==> config.mk <==
export PLATFORM = sky130hd
export DESIGN_NAME = imm_decode_stage
export DESIGN_NICKNAME = d
export VERILOG_FILES = /design/src/rtl/imm_pkg.sv /design/src/rtl/imm_extract.sv /design/src/rtl/imm_decode_stage.sv
export SDC_FILE = /design/constraint.sdc
export NUM_CORES = 1
export LEC_CHECK = 0
export ABC_AREA = 1
export BUFFER_PORTS_ARGS = -buffer_cell sky130_fd_sc_hd__buf_2
export CAP_MARGIN = 25
export CORE_ASPECT_RATIO = 2
export CORE_MARGIN = 2
export CORE_UTILIZATION = 45
export CTS_CLUSTER_DIAMETER = 150
export DETAILED_ROUTE_END_ITERATION = 16
export HOLD_SLACK_MARGIN = 0.12
export PLACE_DENSITY = 0.72
export RECOVER_POWER = 100
export SLEW_MARGIN = 5
export SYNTH_ARGS = -nofsm -noshare
export SYNTH_HDL_FRONTEND = slang
export SYNTH_SLANG_ARGS = --single-unit
==> constraint.sdc <==
create_clock -name clk -period 3.4 [get_ports clk]
set_input_delay 0.68 -clock clk [delete_from_list [all_inputs] [get_ports clk]]
set_output_delay 0.68 -clock clk [all_outputs]
set_load 0.05 [all_outputs]
==> src/rtl/imm_pkg.sv <==
// Shared types and opcode constants for the immediate decode stage.
// Imported by imm_extract and imm_decode_stage.
package imm_pkg;

    typedef enum logic [2:0] {
        IMM_I    = 3'd0,
        IMM_S    = 3'd1,
        IMM_B    = 3'd2,
        IMM_U    = 3'd3,
        IMM_J    = 3'd4,
        IMM_CSR  = 3'd5,
        IMM_NONE = 3'd6,
        IMM_ILL  = 3'd7
    } imm_type_e;

    localparam logic [6:0] OP_LOAD   = 7'b0000011;
    localparam logic [6:0] OP_IMM    = 7'b0010011;
    localparam logic [6:0] OP_JALR   = 7'b1100111;
    localparam logic [6:0] OP_STORE  = 7'b0100011;
    localparam logic [6:0] OP_BRANCH = 7'b1100011;
    localparam logic [6:0] OP_LUI    = 7'b0110111;
    localparam logic [6:0] OP_AUIPC  = 7'b0010111;
    localparam logic [6:0] OP_JAL    = 7'b1101111;
    localparam logic [6:0] OP_SYSTEM = 7'b1110011;
    localparam logic [6:0] OP_OP     = 7'b0110011;
    localparam logic [6:0] OP_FENCE  = 7'b0001111;

    localparam int FIFO_DEPTH = 2;

endpackage

==> src/rtl/imm_extract.sv <==
// Combinational opcode-driven immediate extraction.
// Produces the XLEN-wide extended immediate and its format type.
module imm_extract
    import imm_pkg::*;
#(
    parameter int XLEN = 32
) (
    input  logic [31:0]     instr,
    output logic [XLEN-1:0] imm,
    output imm_type_e       imm_type
);

    logic [31:0] imm32;

    // Classify the word by opcode; SYSTEM splits on funct3[2].
    always_comb begin
        imm_type = IMM_ILL;
        case (instr[6:0])
            OP_LOAD, OP_IMM, OP_JALR: imm_type = IMM_I;
            OP_STORE:                 imm_type = IMM_S;
            OP_BRANCH:                imm_type = IMM_B;
            OP_LUI, OP_AUIPC:         imm_type = IMM_U;
            OP_JAL:                   imm_type = IMM_J;
            OP_SYSTEM:
                imm_type = instr[14] ? IMM_CSR : IMM_I;
            OP_OP, OP_FENCE:          imm_type = IMM_NONE;
            default:                  imm_type = IMM_ILL;
        endcase
    end

    // Assemble the 32-bit immediate for each format.
    always_comb begin
        imm32 = '0;
        unique case (imm_type)
            IMM_I:
                imm32 = {{20{instr[31]}}, instr[31:20]};
            IMM_S:
                imm32 = {{20{instr[31]}}, instr[31:25],
                         instr[11:7]};
            IMM_B:
                imm32 = {{19{instr[31]}}, instr[31], instr[7],
                         instr[30:25], instr[11:8], 1'b0};
            IMM_U:
                imm32 = {instr[31:12], 12'b0};
            IMM_J:
                imm32 = {{11{instr[31]}}, instr[31],
                         instr[19:12], instr[20],
                         instr[30:21], 1'b0};
            IMM_CSR:
                imm32 = {27'b0, instr[19:15]};
            default:
                imm32 = '0;
        endcase
    end

    // CSR zimm has bit 31 clear, so sign extension is safe for all.
    assign imm = XLEN'($signed(imm32));

endmodule

==> src/rtl/imm_decode_stage.sv <==
// Immediate decode stage with a 2-entry output FIFO.
// Ready toward fetch depends only on registered occupancy.
module imm_decode_stage
    import imm_pkg::*;
#(
    parameter int XLEN  = 32,
    parameter int CNT_W = 16
) (
    input  logic             clk,
    input  logic             rst_n,
    input  logic             flush,
    input  logic             in_valid,
    output logic             in_ready,
    input  logic [31:0]      in_instr,
    input  logic [XLEN-1:0]  in_pc,
    output logic             out_valid,
    input  logic             out_ready,
    output logic [31:0]      out_instr,
    output logic [XLEN-1:0]  out_pc,
    output logic [XLEN-1:0]  out_imm,
    output imm_type_e        out_imm_type,
    output logic [XLEN-1:0]  out_target,
    output logic [CNT_W-1:0] illegal_cnt
);

    typedef struct packed {
        logic [31:0]     instr;
        logic [XLEN-1:0] pc;
        logic [XLEN-1:0] imm;
        imm_type_e       imm_type;
        logic [XLEN-1:0] target;
    } entry_t;

    entry_t           mem_q [FIFO_DEPTH];
    entry_t           mem_d [FIFO_DEPTH];
    logic             wr_ptr_q, wr_ptr_d;
    logic             rd_ptr_q, rd_ptr_d;
    logic [1:0]       count_q, count_d;
    logic [CNT_W-1:0] ill_cnt_q, ill_cnt_d;

    logic [XLEN-1:0]  ext_imm;
    imm_type_e        ext_type;
    entry_t           new_entry;
    logic             push;
    logic             pop;

    imm_extract #(
        .XLEN(XLEN)
    ) u_extract (
        .instr    (in_instr),
        .imm      (ext_imm),
        .imm_type (ext_type)
    );

    assign in_ready  = (count_q != 2'd2);
    assign out_valid = (count_q != 2'd0);
    assign push = in_valid && in_ready && !flush;
    assign pop  = out_valid && out_ready && !flush;

    // Build the entry, including the branch/jump target.
    always_comb begin
        new_entry          = '0;
        new_entry.instr    = in_instr;
        new_entry.pc       = in_pc;
        new_entry.imm      = ext_imm;
        new_entry.imm_type = ext_type;
        new_entry.target   = in_pc + ext_imm;
    end

    // FIFO pointers, occupancy and the saturating illegal count.
    always_comb begin
        mem_d     = mem_q;
        wr_ptr_d  = wr_ptr_q;
        rd_ptr_d  = rd_ptr_q;
        count_d   = count_q;
        ill_cnt_d = ill_cnt_q;
        if (flush) begin
            wr_ptr_d = 1'b0;
            rd_ptr_d = 1'b0;
            count_d  = 2'd0;
        end else begin
            if (push) begin
                mem_d[wr_ptr_q] = new_entry;
                wr_ptr_d        = ~wr_ptr_q;
                if (ext_type == IMM_ILL && ill_cnt_q != '1)
                    ill_cnt_d = ill_cnt_q + CNT_W'(1);
            end
            if (pop)
                rd_ptr_d = ~rd_ptr_q;
            case ({push, pop})
                2'b10:   count_d = count_q + 2'd1;
                2'b01:   count_d = count_q - 2'd1;
                default: count_d = count_q;
            endcase
        end
    end

    // State registers; reset clears all storage immediately.
    always_ff @(posedge clk or negedge rst_n) begin
        if (!rst_n) begin
            for (int i = 0; i < FIFO_DEPTH; i++)
                mem_q[i] <= '0;
            wr_ptr_q  <= 1'b0;
            rd_ptr_q  <= 1'b0;
            count_q   <= 2'd0;
            ill_cnt_q <= '0;
        end else begin
            mem_q     <= mem_d;
            wr_ptr_q  <= wr_ptr_d;
            rd_ptr_q  <= rd_ptr_d;
            count_q   <= count_d;
            ill_cnt_q <= ill_cnt_d;
        end
    end

    assign out_instr    = mem_q[rd_ptr_q].instr;
    assign out_pc       = mem_q[rd_ptr_q].pc;
    assign out_imm      = mem_q[rd_ptr_q].imm;
    assign out_imm_type = mem_q[rd_ptr_q].imm_type;
    assign out_target   = mem_q[rd_ptr_q].target;
    assign illegal_cnt  = ill_cnt_q;

endmodule

==> results.tsv <==
stage	metric	value	unit
global_route	grt_pass1_vias	14538	
place	gp_congestion	0.989	
drt	wirelength	48600	microns
outcome	violations	max-capacitance violations, max-slew violations	
clocking	cts_sinks	282	
drt	first_pass_iters	8	
drt	avgRoutedWirePerCell	17.1	microns
floorplanning	chipHeight	263	microns
logic_synthesis	synth_nets	2178	
logic_synthesis	netlist_area	15100	sq um
floorplanning	core	33400	sq um
floorplanning	die-area	35200	sq um
logic_synthesis	synthAdderAreaFrac	0.0278	
setup_path	critPathMaxFanout	57	
logic_synthesis	ys_warn_count	0	
sta	setup_viol	0	
floorplanning	fp.dieW	134	microns
logic_synthesis	synth_simple_gate_area_share	0.324	
logic_synthesis	ys_seq_elements	282	
logic_synthesis	syn_avg_cell_area	7.29	sq um
logic_synthesis	synthTopCellsByArea	dfrtp_1 47%, nand2_1 24%, o21ai_0 6.4%	
place	dp_slack	-0.314	ns
power	vdd_ir_drop_max	0.444	mV
clocking	cts_tree	yes	
place	portBuffers	217	
place	placed_cell_area	17700	sq um
global_route	grt_pass1_wl	77400	microns
floorplanning	initial_core_util	0.453	
logic_synthesis	synth-compound-area-share	0.0951	
sta	fmaxAchievable	307	MHz
clocking	cts_hold_buf	0	
sta	fin_worst_skew	0.0179	ns
setup_path	arrival	2.58	ns
global_route	grtUsageTotal	0.279	
layout	final_cell_mix	974 x nand2_1, 281 x dfrtp_1, 202 x o21ai_0, 167 x inv_1, 142 x buf_4	
sta	period_share	0.958	
global_route	grt_overflow_total	0	
sta	maxSlewHeadroom	-0.556	
drt	ant_nets	0	
drt	drt_iter0_drc	1057	
layout	fin_util	0.554	
sta	worst_slack	0.141	ns
layout	finalInstanceArea	18500	sq um
clocking	root_buffer	clkbuf_16	
sta	worst_pin_slew	2.33	ns
clocking	clock_path_buffers	3	
setup_path	slowest_delay	0.63	ns
clocking	ctsHtreeMaxLevel	1	
clocking	path_clk_slew	0.07	ns
setup_path	required	2.72	ns
clocking	cts_buffers	26	
hold_path	min_path_type	input port to register	
power	powerDensity	708	nW/um^2
setup_path	crit_path_top_delay_cell	dfrtp_4	
layout	layout_commonest_cell	nand2_1	
place	dp.final_hpwl	35900	microns
layout	areaGrowthSynthToFinish	22.1	%
logic_synthesis	synth-xor-area-share	0.0145	
logic_synthesis	synth_cells	2076	
sta	final_max_slew_viol_count	145	
layout	nets	2491	
floorplanning	rows	95	
setup_path	end_kind	primary output	
sta	finalHoldViolCount	0	
layout	fin_cells	2845	
clocking	clock_latency	0.56	ns
setup_path	cp_top_family	buffers and inverters	
logic_synthesis	ys_seq_area_frac	0.466	
floorplanning	ioPinCount	218	
layout	drive_above_1_share	0.189	
setup_path	cpMostUsedCell	nand2_1	
setup_path	cp_cell_sequence	clkinv_2, clkbuf_4, nand2_1, nand2_1, clkbuf_2	
power	p_leak	10.3	nW
drt	drc	0	
setup_path	worstSetupStartpointType	register	
logic_synthesis	netlist-cell-type-count	40	
job	cap_viol_max_count	2	
setup_path	critPathKind	register to primary output	
outcome	status	finished with violations	
setup_path	critPathBufInv	3	
logic_synthesis	yosysTopAreaCellShare	0.466	
drt	vias	14695	
global_route	antenna_found_initial	1	
logic_synthesis	synth_mux_area_frac	0.000744	
logic_synthesis	synth_top_family_by_area	simple AND/OR/NAND/NOR gates	
drt	vias_per_cell	5.17	
global_route	grt_max_degree	91	
sta	min_period	3.26	ns
logic_synthesis	synth_top_cell_by_area	dfrtp_1	
place	place_inst	2797	
metrics by stage:
stage | hold slack [ns] | setup TNS [ns] | power [mW]
finish | 0.419 | 0 | 13.1
floorplan | 0.384 | 0 | 8.68
detailed placement | 0.461 | -11.67 | 10.1
CTS | 0.158 | 0 | 13.2
global placement | 0.456 | -8.76 | 9.91
global route | 0.414 | -0.00614 | 13.8
per-layer routing:
metal / part of all wire / GRT usage / vias to the layer above
li1: - / - / 7112
met5: 0 / 0 / -
met4: 0.083 / 0.198 / 0
met2: 0.50 / 0.481 / 515
met1: 0.37 / 0.320 / 6895
met3: 0.047 / 0.0254 / 173
cell families after synthesis:
kind of cell               count (synthesis)
xor gates and xnor gates                  25
muxes                                      1
and+or+nand+nor                         1195
adders and majority gates                 33
DFF                                      282
buffers and inverters                    270
AOI/OAI and AO/OA                        270
synthesized netlist by cell type, drive strengths merged:
library cell and number:
nand4 17, inv 179, clkbuf 57, nand2 993, o21ai 207, o22ai 7, nand3b 8, nor2 84
a31oi 2, dfrtp 282, a21o 1, or2 2, a211oi 11, nor3b 2, xnor2 14, nor3 12
xor2 11, nand3 74, o21a 3, buf 34, o21bai 6, fa 1, nor4 1, mux2 1
ha 32, and2 2, a21oi 33
where the power goes:
part / switching, mW / leakage [nW] / internal (mW)
Combinational: 3.74 / 6.20 / 1.19
Sequential: 0.593 / 3.62 / 4.41
Clock: 1.33 / 0.451 / 1.81
Total: 5.67 / 10.3 / 7.41
path summary, 6_finish.rpt:
check                           start     endpoint  slack (ns)  cells past startpoint
setup reg to reg           count_q[0]    mem_q[91]        0.39                     10
min in group asynchronous       rst_n   count_q[0]        0.83                      1
setup / recovery             rd_ptr_q  out_imm[20]        0.14                      5
hold / removal               in_pc[0]   mem_q[198]        0.42                      3
max in group asynchronous       rst_n   mem_q[152]        0.61                      2
hold reg to reg            mem_q[125]   mem_q[125]        0.48                      2
worst reg2reg max path: cells and delay by family (launching register included):
family                 cells  cell delay [ns]
AO/OA/AOI/OAI              1             0.09
AND/OR/NAND/NOR            5             0.94
buffers and inverters      4             1.47
flip-flops                 1             0.36
what timing repair did:
action,CTS,global route
endpoints found under the hold margin,0,0
resized for setup,0,9
setup endpoints to repair,0,16
setup buffers,0,0
sequential cells by signal, summed over array words and instances (netlist names):
| register | cells |
|---|---|
| illegal_cnt | 16 |
| wr_ptr_q | 1 |
| mem_q | 262 |
| count_q | 2 |
| rd_ptr_q | 1 |
area by class of cell:
| type | count | area, sq um |
|---|---|---|
| repair buffers | 376 | 2310 |
| inverters | 179 | 679 |
| multi-input cells | 1524 | 6980 |
| flip-flops and latches | 282 | 7060 |
| fillers | 3172 | 14900 |
| clock inverters | 10 | 143 |
| clock buffers | 37 | 772 |
| well taps | 436 | 546 |
| diodes | 1 | 2.50 |
No activity file was read; power rests on OpenSTA's default activity.
